## src/rtl/uart_tx_buffered.sv

```systemverilog
// Buffered UART transmitter: valid/ready write port into a small FIFO, drained
// by a start/data/parity/stop serializer with its own bit timer.
module uart_tx_buffered #(
    parameter int CLK_FREQ   = 27_000_000,
    parameter int BAUD_RATE  = 115200,
    parameter int DATA_BITS  = 8,
    parameter int STOP_BITS  = 1,
    parameter int PARITY     = 0,
    parameter int FIFO_DEPTH = 16
) (
    input  logic                          clk,
    input  logic                          n_rst,
    input  logic [DATA_BITS-1:0]          data_in,
    input  logic                          valid_in,
    output logic                          ready_out,
    output logic                          tx,
    output logic                          busy,
    output logic [$clog2(FIFO_DEPTH):0]   fifo_count
);

    localparam int CLKS_PER_BIT = CLK_FREQ / BAUD_RATE;
    localparam int TIMER_W      = (CLKS_PER_BIT > 1) ? $clog2(CLKS_PER_BIT) : 1;
    localparam int PTR_W        = $clog2(FIFO_DEPTH);
    localparam int CNT_W        = PTR_W + 1;

    localparam logic [TIMER_W-1:0] BIT_LOAD  = TIMER_W'(CLKS_PER_BIT - 1);
    localparam logic [CNT_W-1:0]   FULL_CNT  = CNT_W'(FIFO_DEPTH);
    localparam logic [3:0]         LAST_DATA = 4'(DATA_BITS - 1);
    localparam logic [3:0]         LAST_STOP = 4'(STOP_BITS - 1);

    typedef enum logic [2:0] {
        S_IDLE,
        S_START,
        S_DATA,
        S_PARITY,
        S_STOP
    } state_t;

    state_t               state_q, state_d;
    logic [TIMER_W-1:0]   timer_q, timer_d;
    logic [3:0]           bit_idx_q, bit_idx_d;
    logic [DATA_BITS-1:0] shift_q, shift_d;
    logic                 parity_q, parity_d;
    logic                 tx_q, tx_d;
    logic                 busy_q, busy_d;
    logic                 ready_q, ready_d;
    logic [PTR_W-1:0]     wr_ptr_q, wr_ptr_d;
    logic [PTR_W-1:0]     rd_ptr_q, rd_ptr_d;
    logic [CNT_W-1:0]     count_q, count_d;
    logic [DATA_BITS-1:0] mem_q [FIFO_DEPTH];

    logic                 push;
    logic                 pop;
    logic                 load;
    logic [DATA_BITS-1:0] head;

    // A write is only taken against the registered ready, so a full FIFO
    // refuses it even on the edge where a pop frees a slot.
    assign push = valid_in && ready_q;
    assign head = mem_q[rd_ptr_q];

    always_comb begin
        state_d   = state_q;
        timer_d   = timer_q;
        bit_idx_d = bit_idx_q;
        shift_d   = shift_q;
        parity_d  = parity_q;
        tx_d      = tx_q;
        busy_d    = busy_q;
        load      = 1'b0;

        unique case (state_q)
            S_IDLE: begin
                tx_d   = 1'b1;
                busy_d = 1'b0;
                if (count_q != '0) begin
                    load = 1'b1;
                end
            end
            S_START: begin
                if (timer_q == '0) begin
                    state_d   = S_DATA;
                    timer_d   = BIT_LOAD;
                    bit_idx_d = '0;
                    tx_d      = shift_q[0];
                end else begin
                    timer_d = timer_q - 1'b1;
                end
            end
            S_DATA: begin
                if (timer_q == '0) begin
                    timer_d = BIT_LOAD;
                    shift_d = shift_q >> 1;
                    if (bit_idx_q == LAST_DATA) begin
                        bit_idx_d = '0;
                        if (PARITY != 0) begin
                            state_d = S_PARITY;
                            tx_d    = parity_q;
                        end else begin
                            state_d = S_STOP;
                            tx_d    = 1'b1;
                        end
                    end else begin
                        bit_idx_d = bit_idx_q + 1'b1;
                        tx_d      = shift_q[1];
                    end
                end else begin
                    timer_d = timer_q - 1'b1;
                end
            end
            S_PARITY: begin
                if (timer_q == '0) begin
                    state_d   = S_STOP;
                    timer_d   = BIT_LOAD;
                    bit_idx_d = '0;
                    tx_d      = 1'b1;
                end else begin
                    timer_d = timer_q - 1'b1;
                end
            end
            S_STOP: begin
                if (timer_q == '0) begin
                    if (bit_idx_q != LAST_STOP) begin
                        bit_idx_d = bit_idx_q + 1'b1;
                        timer_d   = BIT_LOAD;
                    end else if (count_q != '0) begin
                        load = 1'b1;
                    end else begin
                        state_d = S_IDLE;
                        tx_d    = 1'b1;
                        busy_d  = 1'b0;
                    end
                end else begin
                    timer_d = timer_q - 1'b1;
                end
            end
            default: begin
                state_d = S_IDLE;
                tx_d    = 1'b1;
                busy_d  = 1'b0;
            end
        endcase

        // Loading the head word is shared by IDLE and the back-to-back STOP exit.
        if (load) begin
            state_d   = S_START;
            timer_d   = BIT_LOAD;
            bit_idx_d = '0;
            shift_d   = head;
            parity_d  = (^head) ^ (PARITY == 2);
            tx_d      = 1'b0;
            busy_d    = 1'b1;
        end
    end

    always_comb begin
        pop      = load;
        wr_ptr_d = push ? wr_ptr_q + 1'b1 : wr_ptr_q;
        rd_ptr_d = pop  ? rd_ptr_q + 1'b1 : rd_ptr_q;
        count_d  = count_q + CNT_W'(push) - CNT_W'(pop);
        ready_d  = (count_d != FULL_CNT);
    end

    always_ff @(posedge clk or negedge n_rst) begin
        if (!n_rst) begin
            state_q   <= S_IDLE;
            timer_q   <= '0;
            bit_idx_q <= '0;
            shift_q   <= '0;
            parity_q  <= 1'b0;
            tx_q      <= 1'b1;
            busy_q    <= 1'b0;
            ready_q   <= 1'b1;
            wr_ptr_q  <= '0;
            rd_ptr_q  <= '0;
            count_q   <= '0;
        end else begin
            state_q   <= state_d;
            timer_q   <= timer_d;
            bit_idx_q <= bit_idx_d;
            shift_q   <= shift_d;
            parity_q  <= parity_d;
            tx_q      <= tx_d;
            busy_q    <= busy_d;
            ready_q   <= ready_d;
            wr_ptr_q  <= wr_ptr_d;
            rd_ptr_q  <= rd_ptr_d;
            count_q   <= count_d;
        end
    end

    always_ff @(posedge clk) begin
        if (push) begin
            mem_q[wr_ptr_q] <= data_in;
        end
    end

    assign tx         = tx_q;
    assign busy       = busy_q;
    assign ready_out  = ready_q;
    assign fifo_count = count_q;

endmodule

```

## config.mk

```make
export PLATFORM = sky130hd
export DESIGN_NAME = uart_tx_buffered
export DESIGN_NICKNAME = d
export VERILOG_FILES = /design/src/rtl/uart_tx_buffered.sv
export SDC_FILE = /design/constraint.sdc
export NUM_CORES = 1
export LEC_CHECK = 0
export BUFFER_PORTS_ARGS = -buffer_cell sky130_fd_sc_hd__buf_2
export CAP_MARGIN = 0
export CORE_MARGIN = 2
export CORE_UTILIZATION = 65
export DETAILED_ROUTE_END_ITERATION = 12
export PLACE_DENSITY = 0.93
export SYNTH_ARGS = -nofsm -noshare
export SYNTH_HDL_FRONTEND = slang
export SYNTH_SLANG_ARGS = --single-unit
```

## constraint.sdc

```tcl
create_clock -name clk -period 4.7 [get_ports clk]
set_input_delay 0.47 -clock clk [delete_from_list [all_inputs] [get_ports clk]]
set_output_delay 0.47 -clock clk [all_outputs]
set_load 0.02 [all_outputs]
```

* Yosys cells after proc, flatten, opt, wreduce, memory -nomap -nowiden *
Memory sizes are Yosys's and may differ from the RTL's.
Index checks and enable logic that the tools add are counted.
W data, S select, Z words.

operators by class
  $add $sub $neg = 6
  equality and inequality tests = 18
  multiplexer cells = 44
  reductions and logical operators = 17

operators with widths
  kind                   number
  $mux W8                7
  $mux W3                8
  $mux W4                6
  $ne A3 B3 Y1 const B   8
  $mux W1                17
  $pmux W8 S2            1
  $pmux W3 S5            1
  $add A4 B1 Y4 const B  3
  $pmux W4 S3            1
  $logic_not A8 Y1       1
  $reduce_and A8 Y1      1
  $reduce_bool A4 Y1     2
  $sub A8 B1 Y8 const B  1
  $eq A3 B2 Y1 const B   2
  $reduce_and A6 Y1      1
  $add A5 B1 Y5          1
  $ne A5 B5 Y1 const B   1
  $reduce_and A5 Y1      1
  $reduce_bool A5 Y1     1
  $sub A5 B1 Y5          1
  $eq A4 B3 Y1 const B   1
  $ne A4 B4 Y1 const B   1
  $pmux W1 S2            2
  $pmux W1 S4            1
  other kinds (13)       15

storage, ports and cells
  register bits after elaboration = 39
  RAM bits = 128
  input port bits = 11
  output and inout bits = 8
  word-level logic and storage cells = 96
  memories kept = 1

memories
  name   words  bits a word  rd ports  clocked after memory_dff  write ports  RTL line  source
  mem_q  16     8            1         0                         1            50        logic [DATA_BITS-1:0] mem_q [FIFO_DEPTH];

* Logic depth before layout (Yosys ltp) *
Gate-level depths: netlist (run 1).

  depth after elaboration = 7
  gate-level depth with buffers = 16
  depth with buffers taken out = 15

* Worst setup path before layout (run 1) *
No wires, ideal clock.

  path kind = register to register
  start point = register count_q[3], in the netlist fifo_count[3]
  end point = register ready_q, in the netlist ready_out
  library setup time = 0.086 ns
  arrival time = 3.131 ns
  data required time = 4.614 ns
  path slack = 1.483 ns
  cell stages (with the launch flop) = 17
  path buffers = 1
  period minus slack after synthesis = 3.217 ns
  cell sequence = dfrtp_1 -> inv_1 -> ha_1 -> or4b_2 -> nand2_1 -> a21o_1 -> inv_1 -> buf_2 -> ha_1 -> inv_1 -> ha_1 -> fa_1 -> a21oi_1 -> nor2_1 -> nor2_1 -> xnor2_1 -> nand3b_1

on the way
  word-level cells in the longest chain between the ends = 7
  elaborated cells on any way between the ends = 8
  those cells by class = add/sub: 2; eq/ne: 1; mux: 4; reduce/logical: 1

RTL lines
  what                      RTL line  source
  start: declaration        49        logic [CNT_W-1:0] count_q, count_d;
  start signal: assignment  188       count_q <= count_d;
  $reduce_bool A5 Y1        76, 126
  $mux W1                   76, 126
  $mux W1                   123       if (bit_idx_q != LAST_STOP) begin
  $mux W1                   122       if (timer_q == '0) begin
  $pmux W1 S2               72        unique case (state_q)
  $sub A5 B1 Y5 *           160       count_d = count_q + CNT_W'(push) - CNT_W'(pop);
  via count_d[4]            49
  $ne A5 B5 Y1 *            161       ready_d = (count_d != FULL_CNT);
  via ready_d               46        logic ready_q, ready_d;
  end signal: assignment    185       ready_q <= ready_d;
  end: declaration          46

Mark *: on every way through the listed nets, which the timed path passes. The rest lies on a longest branch.
A chain may end at the register's enable or synchronous reset.

* Worst setup path after layout (run 1) *
Same ends and word-level chain as after synthesis.

==> flow_metrics.py, run 1 <==
metrics = {
    "outcome": {
        "status": "complete, no violations",
    },
    "clock_network": {
        "hold_buffers": 0,
        "clk_latency_ps": 540,
        "cts_tree": "yes",
        "cts_num_sinks": 167,
        "cts_buffers": 17,
        "cts.clk_slew.worst_paths_ps": 70,
        "cts-resized-gates": 0,
        "ctsLongestPathBuffers": 2,
        "cts_setup_buffers": 0,
        "htree_levels": 4,
        "root_buffer": "clkbuf_8",
    },
    "worst_setup_path": {
        "r2r_slack_ps": 880,
        "r2r_start": "fifo_count[3]$_DFF_PN0_",
        "startpoint_type": "flop",
        "path_class": "reg -> reg",
        "cp-end-kind": "flop",
        "worstPathMaxFanout": 15,
        "rr_worst_depth": 15,
        "cp.arrival_ps": 4280,
        "worstPathRequired_ps": 5160,
        "rr_endpoint": "ready_out$_DFF_PN1_",
    },
    "placed_design": {
        "gp_congestion": 0.843,
        "port_buffers": 18,
        "hpwl_mm": 8.97,
    },
    "drt": {
        "post-route-drc-count": 0,
        "via_per_inst": 6.58,
        "routed_wl_mm": 14.1,
        "wl_per_cell_um": 22.8,
        "first_pass_iters": 5,
        "dr.first_iter.drc_count": 508,
        "postRouteAntennaNets": 0,
        "dr_total_vias": 4057,
    },
    "sta": {
        "fin_worst_skew_ps": 7.23,
        "finalSetupViolations": 0,
        "tightest_slew_ps": 1200,
        "tns_ps": 0,
        "fin_crit_ps": 3820,
        "slew_headroom_pct": 20.0,
        "min_period_over_period_pct": 81.3,
        "rsz0062_at_grt": "no",
        "fmax_mhz": 262,
        "finalMaxSlewViolations": 0,
        "final_hold_viol_count": 0,
    },
    "floorplanning": {
        "core-area_sq_mm": 0.0107,
        "dieArea_sq_mm": 0.0118,
        "ios": 19,
        "die_h_um": 109,
        "num_rows": 38,
        "initial_utilization_pct": 66.2,
        "die_w_um": 109,
    },
    "global_routing": {
        "grt_busiest_layer": "met2",
        "use_met2_pct": 40.7,
        "grt_use_total_pct": 26.3,
        "gr-usage-met3_pct": 7.96,
        "antenna_found_initial": 0,
        "grtUsageMet1_pct": 35.0,
        "grt_max_degree": 40,
        "grt_pass1_wl_mm": 21.9,
        "grt_pass1_vias": 4068,
        "gr-total-overflow": 0,
    },
    "synth": {
        "async_reset_ff_share_pct": 23.4,
        "syn-num-nets": 468,
        "ys_seq_elements": 167,
        "yosysSeqAreaShare_pct": 67.8,
        "synth_edf_count": 128,
        "ys.flop_type": "edfxtp_1",
        "synth_area_per_cell_sq_um": 16.1,
        "synth_cell_types": 57,
        "syn_area_sq_mm": 0.00711,
        "syn_inst": 442,
        "yosys_warnings": 0,
    },
    "pwr": {
        "p_total_mw": 3.67,
        "leakage_nw": 2.77,
        "peakVddDrop_mv": 0.416,
        "p_per_area_mw_per_mm2": 466,
    },
    "final_layout": {
        "insertedDiodeCount": 0,
        "syn_to_final_growth_pct": 10.9,
        "utilization_pct": 73.3,
        "final_common_cell": "edfxtp_1",
        "nNetsFinal": 490,
        "final_cell_mix": "edfxtp_1, dfrtp_1, mux4_2, nand2_1, nor2_1",
        "final_layout_size_suffix_gt1_share_pct": 20.8,
    },
    "min_path": {
        "hold_class": "in -> async",
    },
    "job": {
        "drv_cap": 0,
    },
}
[report_power, final]
| group | leakage [nW] | internal [mW] | switching [mW] |
|---|---|---|---|
| Clock | 0.279 | 0.753 | 0.549 |
| Sequential | 1.61 | 1.77 | 0.0823 |
| Combinational | 0.877 | 0.193 | 0.326 |
[final cells by class]
cell class / count / area (sq um)
inverters: 13 / 48.8
fillers: 643 / 2860
repair buffers: 19 / 97.6
flip-flops and latches: 167 / 4820
multi-input cells: 246 / 2170
well taps: 140 / 175
clock buffers: 22 / 505
clock inverters: 10 / 65.1
[flip-flops by register name, summed over array words and instances (netlist names)]
| signal | flops |
|---|---|
| mem_q | 128 |
| shift_q | 8 |
| timer_q | 8 |
| fifo_count | 5 |
| bit_idx_q | 4 |
| rd_ptr_q | 4 |
| wr_ptr_q | 4 |
| state_q | 3 |
| busy | 1 |
| ready_out | 1 |
| tx | 1 |
[synth_stat cells, types with 3 or more instances]
library cell | number | area share (%)
edfxtp_1 | 128 | 54
dfrtp_1 | 37 | 13
mux4_2 | 32 | 10
nand2_1 | 25 | 1.3
nor2_1 | 21 | 1.1
nand3_1 | 17 | 1.2
and2_1 | 14 | 1.2
ha_1 | 14 | 2.5
inv_1 | 13 | 0.69
o21ai_0 | 12 | 0.84
buf_2 | 10 | 0.70
mux2i_1 | 9 | 1.3
nand2b_1 | 9 | 0.79
o22ai_1 | 9 | 0.79
a21oi_1 | 8 | 0.56
nor3_1 | 8 | 0.56
xnor2_1 | 8 | 0.99
and3_1 | 6 | 0.53
clkbuf_1 | 5 | 0.26
nor2b_1 | 4 | 0.35
xor2_1 | 4 | 0.49
a22oi_1 | 3 | 0.32
a2bb2oi_1 | 3 | 0.37
or3_1 | 3 | 0.26
[how the worst max path moves through the flow]
stage | depth (start not counted) | start | slack [ps] | to
floorplan | 16 | fifo_count[3]$_DFF_PN0_ | 1480 | ready_out$_DFF_PN1_
global placement | 15 | fifo_count[3]$_DFF_PN0_ | 1200 | ready_out$_DFF_PN1_
detailed placement | 15 | fifo_count[3]$_DFF_PN0_ | 940 | ready_out$_DFF_PN1_
CTS | 15 | fifo_count[3]$_DFF_PN0_ | 920 | ready_out$_DFF_PN1_
global route | 15 | fifo_count[2]$_DFF_PN0_ | 660 | ready_out$_DFF_PN1_
finish | 15 | fifo_count[3]$_DFF_PN0_ | 880 | ready_out$_DFF_PN1_
[stage by stage]
step                hold WS, ps  worst slack (ps)  std cells  cell area (sq um)
floorplan                   174              1480        442               7110
global placement            486              1200        585               7310
detailed placement          505               943        585               7310
CTS                        82.9               924        617               7880
global route                122               655        617               7880
finish                     64.4               881        617               7880
[cells by family (layout without fill, tap and decap cells)]
| kind of cell | after synthesis | after routing | synth area share (%) |
|---|---|---|---|
| buf+inv | 29 | 64 | 1.71 |
| mux | 43 | 43 | 11.7 |
| xor+xnor | 12 | 12 | 1.48 |
| compound gates | 54 | 54 | 5.21 |
| fa+ha+maj | 15 | 15 | 2.75 |
| simple gates | 122 | 122 | 9.31 |
| flops | 167 | 167 | 67.8 |
[worst max-delay path, cell delays in order (launching register included)]
cell and delay, ps:
dfrtp_1 400, inv_1 100, ha_1 160, or4b_2 600, nand2_1 130, a21o_1 410
inv_1 280, ha_1 340, inv_1 40, ha_1 200, fa_1 420, a21oi_1 140
nor2_1 50, nor2_1 140, xnor2_1 190, nand3b_1 110
[per-layer routing]
layer / part of all wire [%] / up-vias / routed length [um]
met5: 0 / - / 0
met3: 6.8 / 34 / 955
met2: 50 / 186 / 7040
met4: 3.0 / 0 / 427
met1: 40 / 2084 / 5670
li1: - / 1753 / -
(Power assumes the default switching activity.)
==> run 2, diff against run 1 <==
--- a/config.mk
+++ b/config.mk
@@ -8,9 +8,9 @@
 export BUFFER_PORTS_ARGS = -buffer_cell sky130_fd_sc_hd__buf_2
 export CAP_MARGIN = 0
 export CORE_MARGIN = 2
-export CORE_UTILIZATION = 65
+export CORE_UTILIZATION = 62
 export DETAILED_ROUTE_END_ITERATION = 12
-export PLACE_DENSITY = 0.93
+export PLACE_DENSITY = 0.89
 export SYNTH_ARGS = -nofsm -noshare
 export SYNTH_HDL_FRONTEND = slang
 export SYNTH_SLANG_ARGS = --single-unit
==> constraint.sdc (replaced) <==
create_clock -name clk -period 3.7 [get_ports clk]
set_input_delay 0.37 -clock clk [delete_from_list [all_inputs] [get_ports clk]]
set_output_delay 0.37 -clock clk [all_outputs]
set_load 0.02 [all_outputs]
==> flow_metrics.py, run 2 (synthesis results as in run 1) <==
metrics = {
    "pwr": {
        "peakVddDrop_mv": 0.522,
        "leakage_nw": 2.76,
        "p_per_area_mw_per_mm2": 585,
    },
    "clock_network": {
        "cts.clk_slew.worst_paths_ps": 60,
        "cts_num_sinks": 167,
        "hold_buffers": 0,
        "cts-resized-gates": 0,
        "cts_buffers": 17,
        "cts_tree": "yes",
        "ctsLongestPathBuffers": 2,
        "clk_latency_ps": 420,
        "htree_levels": 4,
        "cts_setup_buffers": 0,
        "root_buffer": "clkbuf_16",
    },
    "sta": {
        "slew_headroom_pct": 35.9,
        "final_hold_viol_count": 0,
        "min_period_over_period_pct": 89.0,
        "tightest_slew_ps": 962,
        "finalMaxSlewViolations": 0,
        "fmax_mhz": 304,
        "fin_crit_ps": 3290,
        "rsz0062_at_grt": "no",
        "holdWs_ps": 71.9,
        "tns_ps": 0,
        "fin_worst_skew_ps": 8.02,
        "finalSetupViolations": 0,
    },
    "drt": {
        "post-route-drc-count": 0,
        "first_pass_iters": 5,
        "postRouteAntennaNets": 0,
        "via_per_inst": 6.46,
        "wl_per_cell_um": 23.8,
        "dr_total_vias": 4017,
        "dr.first_iter.drc_count": 408,
        "routed_wl_mm": 14.8,
    },
    "worst_setup_path": {
        "crit_chain": "inv_1 -> ha_1 -> or4b_2 -> nand2_1 -> a21o_1 -> inv_1 -> ha_1 -> inv_1 -> ha_1 -> fa_1 -> a21oi_1 -> nor2_1 -> nor2_1 -> xnor2_1 -> nand3b_1",
        "crit_buf_inv": 3,
        "worstPathRequired_ps": 4040,
        "cp.arrival_ps": 3630,
        "worstPathMaxFanout": 3,
        "startpoint_type": "flop",
        "cp-end-kind": "flop",
        "crit_path_top_delay_cell": "or4b_2",
        "max_stage_delay_ps": 620,
        "cp_top_family": "adder cells",
        "path_class": "reg -> reg",
    },
    "final_layout": {
        "largest_reg_flops": 128,
        "final_layout_size_suffix_gt1_share_pct": 20.5,
        "largest-register": "mem_q",
        "final_cell_mix": "edfxtp_1, dfrtp_1, mux4_2, nand2_1, nor2_1",
        "syn_to_final_growth_pct": 10.6,
        "fillers": 699,
        "insertedDiodeCount": 0,
        "fin_cells": 622,
        "finish.instance_area_sq_mm": 0.00786,
        "multiInputGateArea_sq_mm": 0.00217,
        "seq_area_sq_mm": 0.00482,
        "nNetsFinal": 494,
        "final_common_cell": "edfxtp_1",
        "reg_top3": "mem_q (128), shift_q (8), timer_q (8)",
    },
    "job": {
        "drv_cap": 0,
    },
    "floorplanning": {
        "dieArea_sq_mm": 0.0123,
        "initial_utilization_pct": 62.8,
        "die_w_um": 111,
        "ios": 19,
        "core-area_sq_mm": 0.0113,
        "num_rows": 39,
        "die_h_um": 111,
    },
    "global_routing": {
        "grt_use_total_pct": 25.5,
        "grt_pass1_vias": 4124,
        "grt_max_degree": 40,
        "grt_pass1_wl_mm": 23.3,
        "gr-total-overflow": 0,
        "antenna_found_initial": 0,
    },
    "outcome": {
        "status": "complete, no violations",
    },
    "placed_design": {
        "dpl_cell_area_sq_mm": 0.00734,
        "placed_cells": 592,
        "hpwl_mm": 9.37,
        "port_buffers": 18,
        "gp_congestion": 0.849,
    },
    "min_path": {
        "hold_class": "in -> async",
    },
}
-- run 2: cell count changes in the layout (fill, tap and decap cells not counted), sizes merged --
cell	before	now
buf	19	23
bufinv	0	1
clkbuf	22	19
clkinv	6	7
inv	14	13
-- run 2: report_power, final --
| part | switching [mW] | total [mW] | internal, mW |
|---|---|---|---|
| sequential | 0.110 | 2.36 | 2.25 |
| combinational | 0.418 | 0.666 | 0.248 |
| clock | 0.671 | 1.58 | 0.906 |
-- run 2: path summary, 6_finish.rpt --
kind / startpoint / end / slack (ps) / cells past startpoint
hold reg to reg: tx$_DFFE_PN1P_ / tx$_DFFE_PN1P_ / 530 / 2
setup reg to reg: fifo_count[3]$_DFF_PN0_ / ready_out$_DFF_PN1_ / 410 / 15
max in group asynchronous: n_rst / rd_ptr_q[1]$_DFFE_PN0N_ / 3020 / 1
setup / recovery: fifo_count[3]$_DFF_PN0_ / ready_out$_DFF_PN1_ / 410 / 15
min in group clk: valid_in / wr_ptr_q[2]$_DFFE_PN0P_ / 280 / 3
hold / removal: n_rst / timer_q[6]$_DFFE_PN0P_ / 70 / 1
-- run 2: per-stage QoR --
step	util (%)	worst slack (ps)	power [mW]
floorplan	-	483	2.79
finish	69.5	405	4.60
detailed placement	64.9	532	3.04
global route	69.5	201	4.76
CTS	69.5	404	4.62
global placement	64.9	733	2.98
-- run 2: cell type report --
cell class	instances	share of cell area, %
flip-flops and latches	167	61.3
well taps	143	2.28
clock inverters	11	1.10
inverters	13	0.621
repair buffers	23	1.62
multi-input cells	246	27.5
clock buffers	19	5.51
-- run 2: metal layers --
metal / routed length, um / track usage [%] / up-vias
met1: 5840 / 34.5 / 2045
met3: 973 / 5.74 / 31
met4: 300 / 8.56 / 0
li1: - / - / 1756
met5: 0 / 0 / -
met2: 7720 / 42.0 / 185
==> run 3, diff against run 2 <==
--- a/config.mk
+++ b/config.mk
@@ -5,12 +5,14 @@
 export SDC_FILE = /design/constraint.sdc
 export NUM_CORES = 1
 export LEC_CHECK = 0
+export ABC_AREA = 1
 export BUFFER_PORTS_ARGS = -buffer_cell sky130_fd_sc_hd__buf_2
 export CAP_MARGIN = 0
-export CORE_MARGIN = 2
+export CORE_MARGIN = 5
 export CORE_UTILIZATION = 62
 export DETAILED_ROUTE_END_ITERATION = 12
 export PLACE_DENSITY = 0.89
+export SLEW_MARGIN = 10
 export SYNTH_ARGS = -nofsm -noshare
 export SYNTH_HDL_FRONTEND = slang
 export SYNTH_SLANG_ARGS = --single-unit
==> flow_metrics.py, run 3 <==
metrics = {
    "global_routing": {
        "grt_pass1_wl_mm": 27.4,
        "gr-total-overflow": 0,
        "grt_max_degree": 67,
        "antenna_found_initial": 0,
        "grt_use_total_pct": 24.5,
        "grt_pass1_vias": 5432,
    },
    "drt": {
        "via_per_inst": 5.97,
        "routed_wl_mm": 16.9,
        "post-route-drc-count": 0,
        "postRouteAntennaNets": 0,
        "dr.first_iter.drc_count": 667,
        "dr_total_vias": 5566,
        "first_pass_iters": 6,
        "wl_per_cell_um": 18.2,
    },
    "worst_setup_path": {
        "rr_worst_depth": 15,
        "startpoint_type": "flop",
        "cpMostUsedCell": "ha_1",
        "worstPathMaxFanout": 18,
        "cp-end-kind": "flop",
        "path_class": "reg -> reg",
        "crit_path_top_delay_cell": "fa_1",
        "worstPathRequired_ps": 4030,
        "cp.arrival_ps": 3540,
        "max_stage_delay_ps": 430,
        "crit_chain": "inv_1 -> ha_1 -> nand2_1 -> nor2_8 -> nand4_1 -> nand2_2 -> ha_1 -> inv_1 -> ha_1 -> fa_1 -> a21oi_1 -> nor2_1 -> nor2_1 -> xor2_1 -> nand3_1",
    },
    "sta": {
        "tns_ps": 0,
        "holdWs_ps": 74.4,
        "fin_crit_ps": 3210,
        "fin_worst_skew_ps": 12.5,
        "finalSetupViolations": 0,
        "fmax_mhz": 312,
        "min_period_over_period_pct": 86.7,
        "finalMaxSlewViolations": 0,
        "tightest_slew_ps": 894,
        "slew_headroom_pct": 40.4,
        "rsz0062_at_grt": "no",
        "final_hold_viol_count": 0,
    },
    "clock_network": {
        "cts_buffers": 17,
        "cts-resized-gates": 0,
        "cts_tree": "yes",
        "hold_buffers": 0,
        "htree_levels": 4,
        "cts_setup_buffers": 0,
        "cts.clk_slew.worst_paths_ps": 60,
        "cts_num_sinks": 167,
        "ctsLongestPathBuffers": 2,
        "root_buffer": "clkbuf_16",
        "clk_latency_ps": 420,
    },
    "floorplanning": {
        "dieArea_sq_mm": 0.0146,
        "initial_utilization_pct": 63.2,
        "core-area_sq_mm": 0.0120,
        "die_w_um": 121,
        "die_h_um": 121,
        "num_rows": 40,
        "ios": 19,
    },
    "synth": {
        "synthTopCellsByCount": "nand2_1, edfxtp_1, nand3_1",
        "synth_edf_count": 128,
        "yosysSeqAreaShare_pct": 63.5,
        "syn_area_sq_mm": 0.00759,
        "ys.flop_type": "edfxtp_1",
        "ys_seq_elements": 167,
        "synthTopCellsByArea": "edfxtp_1, nand2_1, dfrtp_1",
        "yosys_warnings": 0,
        "syn_inst": 763,
        "yosysTopAreaCellShare_pct": 50.7,
        "syn-num-nets": 789,
        "synth_area_per_cell_sq_um": 9.95,
        "synth.most_common_cell": "nand2_1",
        "post-synth-top-area-cell": "edfxtp_1",
        "async_reset_ff_share_pct": 23.4,
        "synth_cell_types": 33,
    },
    "final_layout": {
        "fin_cells": 933,
        "largest_reg_flops": 128,
        "final_common_cell": "nand2_1",
        "final_cell_mix": "nand2_1, edfxtp_1, nand3_1, inv_1, nor2_1",
        "fillers": 800,
        "reg_top3": "mem_q (128), shift_q (8), timer_q (8)",
        "final_layout_size_suffix_gt1_share_pct": 9.16,
        "insertedDiodeCount": 0,
        "largest-register": "mem_q",
        "nNetsFinal": 799,
        "syn_to_final_growth_pct": 9.61,
    },
    "pwr": {
        "peakVddDrop_mv": 0.445,
        "p_per_area_mw_per_mm2": 575,
        "leakage_nw": 3.46,
    },
    "job": {
        "drv_cap": 0,
    },
    "placed_design": {
        "placed_cells": 901,
        "port_buffers": 18,
        "hpwl_mm": 10.1,
        "gp_congestion": 0.898,
    },
    "min_path": {
        "hold_class": "in -> async",
    },
    "outcome": {
        "status": "complete, no violations",
    },
}
-- run 3: changes by cell type in the layout (fill, tap and decap cells not counted), moves of 14 or more --
cell	previous run	this run
mux4_2	32	0
nor2_1	21	54
and2_1	14	0
nand2_1	25	265
nand3_1	17	98
inv_1	13	54
-- run 3: metal layers --
metal	vias to the layer above	track usage, %	wire (um)
li1	2542	-	-
met1	2654	30.7	6370
met2	313	41.9	8590
met3	57	5.29	1420
met4	0	9.35	562
met5	-	0	0
-- run 3: final cells by class --
| cell class | count | area [sq um] | area share, % |
|---|---|---|---|
| repair buffers | 21 | 113 | 1.35 |
| well taps | 147 | 184 | 2.21 |
| flip-flops and latches | 167 | 4820 | 58.0 |
| inverters | 59 | 221 | 2.66 |
| clock inverters | 13 | 154 | 1.85 |
| multi-input cells | 507 | 2390 | 28.7 |
| clock buffers | 19 | 433 | 5.20 |
-- run 3: path summary, 6_finish.rpt --
check | from | to | slack [ps]
worst max-delay path | timer_q[0]$_DFFE_PN0P_ | ready_out$_DFF_PN1_ | 490
worst min-delay path | n_rst | timer_q[1]$_DFFE_PN0P_ | 70
worst max register to register | timer_q[0]$_DFFE_PN0P_ | ready_out$_DFF_PN1_ | 490
worst min register to register | busy$_DFFE_PN0P_ | busy$_DFFE_PN0P_ | 470
max in group asynchronous | n_rst | rd_ptr_q[0]$_DFFE_PN0N_ | 3020
min in group clk | valid_in | wr_ptr_q[0]$_DFFE_PN0P_ | 310
-- run 3: critical path, delay by kind of cell, from the launching register on --
kind,cells,cell delay (ps)
simple gates,7,1100
fa+ha+maj,4,1090
flops,1,360
xor+xnor,1,210
compound gates,1,190
buf+inv,2,180
-- run 3: power breakdown --
group          total (mW)  leakage [nW]  switching (mW)  internal [mW]
clock network        1.76         0.283           0.702           1.06
registers            2.34          1.61          0.0887           2.25
logic               0.684          1.56           0.489          0.195
total                4.78          3.46            1.28           3.50
-- run 3: cells by family after synthesis --
kind of cell | Yosys count | synth area share (%)
AOI/OAI and AO/OA | 42 | 3.17
xor gates and xnor gates | 13 | 1.50
buffers and inverters | 89 | 4.96
DFF | 167 | 63.5
adders and majority gates | 15 | 2.57
and+or+nand+nor | 437 | 24.3
-- run 3: stage by stage --
stage               util, %  worst slack (ps)  power, mW  area (sq um)
floorplan                 -              1010       2.79          7590
global placement       64.4               839       2.96          7730
detailed placement     64.4               664       3.02          7730
CTS                    69.3               529       4.78          8320
global route           69.3               312       4.96          8320
finish                 69.3               493       4.78          8320
